--- config.mk ---
export PLATFORM = sky130hd
export DESIGN_NAME = axi_lite_arbiter_2to1
export DESIGN_NICKNAME = d
export VERILOG_FILES = /design/src/rtl/axi_lite_arbiter_2to1.sv
export SDC_FILE = /design/constraint.sdc
export NUM_CORES = 1
export LEC_CHECK = 0
export BUFFER_PORTS_ARGS = -buffer_cell sky130_fd_sc_hd__buf_2
export CAP_MARGIN = 20
export CELL_PAD_IN_SITES_DETAIL_PLACEMENT = 1
export CELL_PAD_IN_SITES_GLOBAL_PLACEMENT = 1
export CORE_AREA = 2 2 178 180
export DETAILED_ROUTE_END_ITERATION = 7
export DIE_AREA = 0 0 180 182
export PLACE_DENSITY = 0.59
export SYNTH_ARGS = -nofsm -noshare
export SYNTH_HDL_FRONTEND = slang
export SYNTH_SLANG_ARGS = --single-unit
--- constraint.sdc ---
create_clock -name aclk -period 2.3 [get_ports aclk]
set_clock_uncertainty 0.15 [all_clocks]
set_input_delay 0.46 -clock aclk [delete_from_list [all_inputs] [get_ports aclk]]
set_output_delay 0.46 -clock aclk [all_outputs]
set_load 0.02 [all_outputs]
--- src/rtl/axi_lite_arbiter_2to1.sv ---
// rtl/axi_lite_arbiter_2to1.sv - 2:1 AXI4-Lite arbiter, one outstanding transaction, round-robin grant
// Optional: define AXI_ARB_FIXED_PRIORITY_EN for fixed priority s0W > s0R > s1W > s1R.
`timescale 1ns/1ps
module axi_lite_arbiter_2to1 #(
    parameter int C_AXI_ADDR_WIDTH = 32,
    parameter int C_AXI_DATA_WIDTH = 32
) (
    input  logic                              aclk,
    input  logic                              areset,
    input  logic [2*C_AXI_ADDR_WIDTH-1:0]     s_axi_awaddr,
    input  logic [5:0]                        s_axi_awprot,
    input  logic [1:0]                        s_axi_awvalid,
    output logic [1:0]                        s_axi_awready,
    input  logic [2*C_AXI_DATA_WIDTH-1:0]     s_axi_wdata,
    input  logic [2*(C_AXI_DATA_WIDTH/8)-1:0] s_axi_wstrb,
    input  logic [1:0]                        s_axi_wvalid,
    output logic [1:0]                        s_axi_wready,
    output logic [3:0]                        s_axi_bresp,
    output logic [1:0]                        s_axi_bvalid,
    input  logic [1:0]                        s_axi_bready,
    input  logic [2*C_AXI_ADDR_WIDTH-1:0]     s_axi_araddr,
    input  logic [5:0]                        s_axi_arprot,
    input  logic [1:0]                        s_axi_arvalid,
    output logic [1:0]                        s_axi_arready,
    output logic [2*C_AXI_DATA_WIDTH-1:0]     s_axi_rdata,
    output logic [3:0]                        s_axi_rresp,
    output logic [1:0]                        s_axi_rvalid,
    input  logic [1:0]                        s_axi_rready,
    output logic [C_AXI_ADDR_WIDTH-1:0]       m_axi_awaddr,
    output logic [2:0]                        m_axi_awprot,
    output logic                              m_axi_awvalid,
    input  logic                              m_axi_awready,
    output logic [C_AXI_DATA_WIDTH-1:0]       m_axi_wdata,
    output logic [C_AXI_DATA_WIDTH/8-1:0]     m_axi_wstrb,
    output logic                              m_axi_wvalid,
    input  logic                              m_axi_wready,
    input  logic [1:0]                        m_axi_bresp,
    input  logic                              m_axi_bvalid,
    output logic                              m_axi_bready,
    output logic [C_AXI_ADDR_WIDTH-1:0]       m_axi_araddr,
    output logic [2:0]                        m_axi_arprot,
    output logic                              m_axi_arvalid,
    input  logic                              m_axi_arready,
    input  logic [C_AXI_DATA_WIDTH-1:0]       m_axi_rdata,
    input  logic [1:0]                        m_axi_rresp,
    input  logic                              m_axi_rvalid,
    output logic                              m_axi_rready,
    output logic                              arb_busy,
    output logic [1:0]                        arb_grant
);

    localparam int A = C_AXI_ADDR_WIDTH;
    localparam int D = C_AXI_DATA_WIDTH;
    localparam int S = C_AXI_DATA_WIDTH / 8;

    typedef enum logic [2:0] {IDLE, WR_REQ, WR_RESP, RD_REQ, RD_RESP} state_t;

    state_t     state_q, state_d;
    logic [1:0] grant_q, grant_d;
    logic       aw_done_q, aw_done_d;
    logic       w_done_q, w_done_d;
    logic [3:0] req;
    logic [1:0] base;
    logic [1:0] idx;
    logic [1:0] pick;
    logic       pick_vld;
    logic       g;
    logic       aw_hs;
    logic       w_hs;

    // Source index order: 0=s0W, 1=s0R, 2=s1W, 3=s1R; grant is {is_read, slot} = {idx[0], idx[1]}.
    assign req = {s_axi_arvalid[1], s_axi_awvalid[1] | s_axi_wvalid[1],
                  s_axi_arvalid[0], s_axi_awvalid[0] | s_axi_wvalid[0]};
    assign g         = grant_q[0];
    assign arb_grant = grant_q;
    assign arb_busy  = (state_q != IDLE);

`ifdef AXI_ARB_FIXED_PRIORITY_EN
    assign base = 2'd0;
`else
    logic [1:0] ptr_q, ptr_d;

    assign base = ptr_q;

    always_comb begin
        ptr_d = ptr_q;
        if ((state_q == WR_RESP && m_axi_bvalid && m_axi_bready) ||
            (state_q == RD_RESP && m_axi_rvalid && m_axi_rready)) begin
            ptr_d = {grant_q[0], grant_q[1]} + 2'd1;
        end
    end

    always_ff @(posedge aclk) begin
        if (areset) ptr_q <= 2'd0;
        else        ptr_q <= ptr_d;
    end
`endif

    always_comb begin
        pick     = 2'd0;
        pick_vld = 1'b0;
        idx      = 2'd0;
        for (int k = 0; k < 4; k++) begin
            idx = base + 2'(k);
            if (!pick_vld && req[idx]) begin
                pick     = idx;
                pick_vld = 1'b1;
            end
        end
    end

    always_comb begin
        state_d       = state_q;
        grant_d       = grant_q;
        aw_done_d     = aw_done_q;
        w_done_d      = w_done_q;
        aw_hs         = 1'b0;
        w_hs          = 1'b0;
        s_axi_awready = '0;
        s_axi_wready  = '0;
        s_axi_bresp   = '0;
        s_axi_bvalid  = '0;
        s_axi_arready = '0;
        s_axi_rdata   = '0;
        s_axi_rresp   = '0;
        s_axi_rvalid  = '0;
        m_axi_awaddr  = '0;
        m_axi_awprot  = '0;
        m_axi_awvalid = 1'b0;
        m_axi_wdata   = '0;
        m_axi_wstrb   = '0;
        m_axi_wvalid  = 1'b0;
        m_axi_bready  = 1'b0;
        m_axi_araddr  = '0;
        m_axi_arprot  = '0;
        m_axi_arvalid = 1'b0;
        m_axi_rready  = 1'b0;

        // Outputs are forced quiet during reset even if the state register still holds a busy state.
        if (!areset && state_q != IDLE) begin
            m_axi_awaddr = s_axi_awaddr[g*A +: A];
            m_axi_awprot = s_axi_awprot[g*3 +: 3];
            m_axi_wdata  = s_axi_wdata[g*D +: D];
            m_axi_wstrb  = s_axi_wstrb[g*S +: S];
            m_axi_araddr = s_axi_araddr[g*A +: A];
            m_axi_arprot = s_axi_arprot[g*3 +: 3];
        end

        if (!areset) begin
            case (state_q)
                IDLE: begin
                    if (pick_vld) begin
                        grant_d = {pick[0], pick[1]};
                        state_d = pick[0] ? RD_REQ : WR_REQ;
                    end
                end
                WR_REQ: begin
                    m_axi_awvalid    = s_axi_awvalid[g] & ~aw_done_q;
                    m_axi_wvalid     = s_axi_wvalid[g] & ~w_done_q;
                    s_axi_awready[g] = m_axi_awready & ~aw_done_q;
                    s_axi_wready[g]  = m_axi_wready & ~w_done_q;
                    aw_hs = s_axi_awvalid[g] & ~aw_done_q & m_axi_awready;
                    w_hs  = s_axi_wvalid[g] & ~w_done_q & m_axi_wready;
                    if ((aw_done_q | aw_hs) && (w_done_q | w_hs)) begin
                        aw_done_d = 1'b0;
                        w_done_d  = 1'b0;
                        state_d   = WR_RESP;
                    end else begin
                        aw_done_d = aw_done_q | aw_hs;
                        w_done_d  = w_done_q | w_hs;
                    end
                end
                WR_RESP: begin
                    s_axi_bvalid[g]         = m_axi_bvalid;
                    s_axi_bresp[g*2 +: 2]   = m_axi_bresp;
                    m_axi_bready            = s_axi_bready[g];
                    if (m_axi_bvalid && s_axi_bready[g]) state_d = IDLE;
                end
                RD_REQ: begin
                    m_axi_arvalid    = s_axi_arvalid[g];
                    s_axi_arready[g] = m_axi_arready;
                    if (s_axi_arvalid[g] && m_axi_arready) state_d = RD_RESP;
                end
                RD_RESP: begin
                    s_axi_rvalid[g]       = m_axi_rvalid;
                    s_axi_rdata[g*D +: D] = m_axi_rdata;
                    s_axi_rresp[g*2 +: 2] = m_axi_rresp;
                    m_axi_rready          = s_axi_rready[g];
                    if (m_axi_rvalid && s_axi_rready[g]) state_d = IDLE;
                end
                default: state_d = IDLE;
            endcase
        end
    end

    always_ff @(posedge aclk) begin
        if (areset) begin
            state_q   <= IDLE;
            grant_q   <= 2'd0;
            aw_done_q <= 1'b0;
            w_done_q  <= 1'b0;
        end else begin
            state_q   <= state_d;
            grant_q   <= grant_d;
            aw_done_q <= aw_done_d;
            w_done_q  <= w_done_d;
        end
    end

endmodule

Word-level counts from Yosys, hierarchy flattened
Index checks and enable logic that the tools add are counted.
Widths: inputs -> output; s select.
{ "classes": {"mux": 69, "div": 0, "bitwise_logic": 20, "n_eq_ne": 9, "n_mul": 1, "addsub": 6, "shift": 11, "n_lt_le_gt_ge": 6, "reduce_logical": 22} }
{ "ops": {"columns": ["op", "n"], "rows": [
  ["$shiftx 64x7->32", 3],
  ["$mux 64", 2],
  ["$mux 32", 3],
  ["$shiftx 2x34->4", 2],
  ["$and 64x64->64", 1],
  ["$shift 32x34->64 const A", 1],
  ["$shiftx 32x34->64", 1],
  ["$neg 2->34", 1],
  ["$neg 6->34", 1],
  ["$shift 2x34->4 const A", 1],
  ["$mux 1", 31],
  ["$mux 2", 15],
  ["$mux 3", 7],
  ["$mux 4", 5],
  ["$pmux 3 s5", 1],
  ["$logic_and 1x1->1", 13],
  ["$lt 2x3->1 const B", 4],
  ["$shiftx 6x4->3", 2],
  ["$and 2x2->2", 5],
  ["$and 4x4->4", 2],
  ["$bmux 1 s2", 4],
  ["$shiftx 8x4->4", 1],
  ["$and 1x1->1", 6],
  ["$eq 3x2->1 const B", 2],
  ["18 further kinds", 30]
]} }
{ "totals": {"regBits": 9, "rom_bits": 0, "ram_bits": 0, "latchBits": 0, "out_inout_bits": 196, "n_memories": 0} }

Depth between registers and ports, before layout
{ "logic_depth": {"ltp_word": 16, "mapped_depth": 7, "ltp_nobuf": 5} }

Worst setup path before layout
Ideal clock, no wire load.
{ "synth_timing": {"kind": "register -> output", "from": "register state_q[0]", "to": "output m_axi_araddr[0]", "arrival_ns": 1.547, "path_slack_ns": 0.143, "path_stages_with_launch": 8, "path_cell_list": "dfxtp_1 buf_4 or3_1 nand2b_1 buf_2 buf_6 buf_4 nor2_1"} }
{ "synth_via": {"elab_chain_cells": 3} }
{ "synth_rtl": {"columns": ["item", "line", "rtl"], "rows": [
  ["start: declaration", "58", "state_t state_q, state_d;"],
  ["start signal: assignment", "203", "state_q <= state_d;"],
  ["$reduce_bool 3->1", null, null],
  ["via arb_busy", "48", "output logic arb_busy,"],
  ["$logic_and 1x1->1", "140", "if (!areset && state_q != IDLE) begin"],
  ["$mux 32", "140", null],
  ["end: declaration", "40", "output logic [C_AXI_ADDR_WIDTH-1:0] m_axi_araddr,"]
]} }
The timed path passes the listed nets, and every way through them passes these cells.

Worst setup path in the final report
{ "layout_timing": {"from": "register state_q[1]", "to": "output m_axi_wdata[27]"} }
{ "layout_via": {"elab_chain_cells": 3} }
{ "layout_rtl": {"columns": ["item", "line", "rtl"], "rows": [
  ["$reduce_bool 3->1", "140", null],
  ["$logic_and 1x1->1", "140", null],
  ["$mux 32", "140", null],
  ["end: declaration", "33", "output logic [C_AXI_DATA_WIDTH-1:0] m_axi_wdata,"]
]} }
Every way passes these cells.

==> metrics.yaml <==
clkLatencyLatePin_ps: 230
finalSetupViolCount: 0
run_status: "finished, final reports clean"
grt_pass1_wl_um: 28060
min_period_ps: 2277
dp_hpwl_um: 16810
worstSetupEndpointType: "output pin"
hold_viol: 0
cp.arrival_ps: 1670
routedWlPerCell_um: 15.09
grtUsageTotal_pct: 10.71
swShare_pct: 51.30
rows: 65
pwr-share-comb_pct: 88.1
die-area_um2: 32760
rsz0062_at_grt: "yes"
place_ws_ps: -93.42
worst_hold_path_type: "flip-flop to flip-flop"
synth-warning-count: 0
worstMarginPinSlew_ps: 405.8
ys_seq_area_share_pct: 6.310
antenna_found_initial: 6
initial_utilization_pct: 9.215
boundaryPins: 461
clock_tree.buffer_depth: 2
syn-num-nets: 694
cts-root-buf: "clkbuf_16"
ys_seq_elements: 9
fin_ws_ps: 23.01
pwr-share-seq_pct: 5.4
p_int_uw: 2236
place_congestion: 0.7936
dpl.cell_count: 1286
final_common_cell: "buf_2"
cts_tree: "done"
relSlewSlack_pct: 72.18
drive_gt1_share_pct: 57.68
grt.overflow.total: 0
critPathSlowestCell: "or3_4"
crit_top_cell: "buf_4"
ant_nets: 0
drv_slew: 0
synth_edf_count: 0
required_ps: 1690
worstPathCellList: "or3_4, nand2b_4, buf_12, buf_4, nor2_1, buf_4"
power.leakage_uw: 0.003406
die_width_um: 180
netlist_area_um2: 2855
drt_wl_total_um: 19680
cp_max_fo: 12
slowest_delay_ps: 390
fin_cells: 1304
grt_pass1_vias: 5037
vias_per_cell: 3.744
die_h_um: 182
ir_drop_v: 0.0002535
syn_area_per_cell_um2: 6.656
drt-initial-drc-count: 84
worst_setup_path_start_kind: "flip-flop"
area_growth_pct: 117.2
drc: 0
p_sw_uw: 2355
drt-pass1-iter-count: 4
core_um2: 30990
async_flop_share_pct: 0
fin_util_pct: 20.02
vias: 4882
fmax_ghz: 0.4392
clockPowerShare_pct: 6.6
layout_common_cells: "buf_2 (434), nor2_1 (127), mux2i_1 (108), and2_1 (76), buf_4 (47)"
io_buffers: 460
path_clk_slew_ps: 40
htree_levels: 1
synth-main-ff-cell: "dfxtp_1"
p_per_area_nw_per_um2: 740.3
cts_sinks: 9
cts-buffers-inserted: 3
grt_max_degree: 36
fin_crit_sh_pct: 99.00
max_cap_violations: 0
layout.nets: 1164
synthCells: 429
critPathKind: "flip-flop to output pin"
synth.distinct_cells: 34
[stage by stage]
stage / total power [uW] / setup TNS, ps / hold slack, ps / cell area, um^2
after floorplan: 2516 / 0 / 364.1 / 2855
after CTS: 4522 / -448.3 / 393.4 / 6068
after global placement: 3946 / -58.62 / 367.2 / 5849
final: 4591 / 0 / 391.2 / 6202
after global routing: 4923 / -3008 / 401.1 / 6200
after detailed placement: 3972 / -93.42 / 386.1 / 5849
[sequential cells by signal, indices dropped and copies added, names as in the netlist]
name / cells
arb_grant: 2
w_done_q: 1
aw_done_q: 1
base: 2
state_q: 3
[per-layer routing]
layer	global-route usage, %	wire [um]	vias to the layer above
met5	0	0	-
met4	2.211	336	0
met3	2.467	1554	16
met2	20.29	9950	271
met1	12.15	7838	2215
li1	-	-	2380
[critical path: cells and delay by family (launching register included)]
kind	cells	cell delay, ps
AND/OR/NAND/NOR	3	620
buffers and inverters	3	470
flip-flops	1	330
[synthesized netlist by cell type (2+ instances only)]
library cell	n	area (um^2)
nor2b_1	2	12.51
o211ai_1	2	15.01
nand2b_1	2	12.51
a21oi_1	9	45.04
or3_1	3	18.77
buf_4	5	37.54
mux2_2	2	22.52
a211oi_1	4	30.03
buf_6	3	33.78
dfxtp_1	9	180.2
mux2i_1	109	1091
buf_2	19	95.09
nor3_1	8	40.04
nor3b_1	3	22.52
nor2_1	129	484.2
inv_1	5	18.77
clkbuf_1	9	33.78
and2_1	76	475.5
nand3_1	4	20.02
nor4_1	2	12.51
nand2_1	11	41.29
[power by group through the flow]
stage                     Sequential, uW  Clock [uW]  Combinational, uW
after floorplan                      227           0               2290
after CTS                            249         309               3960
after detailed placement             281           0               3690
after global placement               279           0               3670
final                                246         301               4040
after global routing                 256         318               4350
[worst paths after layout]
kind / depth (start not counted) / slack (ps) / startpoint / endpoint
setup / recovery: 6 / 20 / state_q[1] / m_axi_wdata[27]
setup reg to reg: 6 / 270 / arb_grant[0] / state_q[1]
hold / removal: 1 / 390 / arb_grant[1] / base[0]
hold reg to reg: 1 / 390 / arb_grant[1] / base[0]
[kinds of logic (layout without fill, tap and decap cells)]
logic type | after synthesis | after routing | synth area share, %
flip-flops | 9 | 9 | 6.310
AND/OR/NAND/NOR | 242 | 242 | 40.45
other | 0 | 4 | 0
XOR/XNOR | 1 | 1 | 0.3068
buffers and inverters | 41 | 510 | 7.669
multiplexers | 112 | 112 | 39.53
AO/OA/AOI/OAI | 24 | 24 | 5.741
[final cells by class]
cell class                      count  area (um^2)
Clock buffer                        4        78.83
Antenna cell                        4        10.01
Tap cell                          402        503.0
Sequential cell                     9        185.2
Multi-Input combinational cell    379         2500
Timing Repair Buffer              501         2907
Fill cell                        3938        24780
Inverter                            5        18.77
[repair_timing]
action / 4_1_cts / 5_1_grt
endpoints found under the setup margin: 37 / 111
buffers inserted: 5 / 1
gates cloned: 2 / 2
gates resized for setup: 12 / 27
hold buffers: 0 / 0
Power figures use the tool's default switching activity.
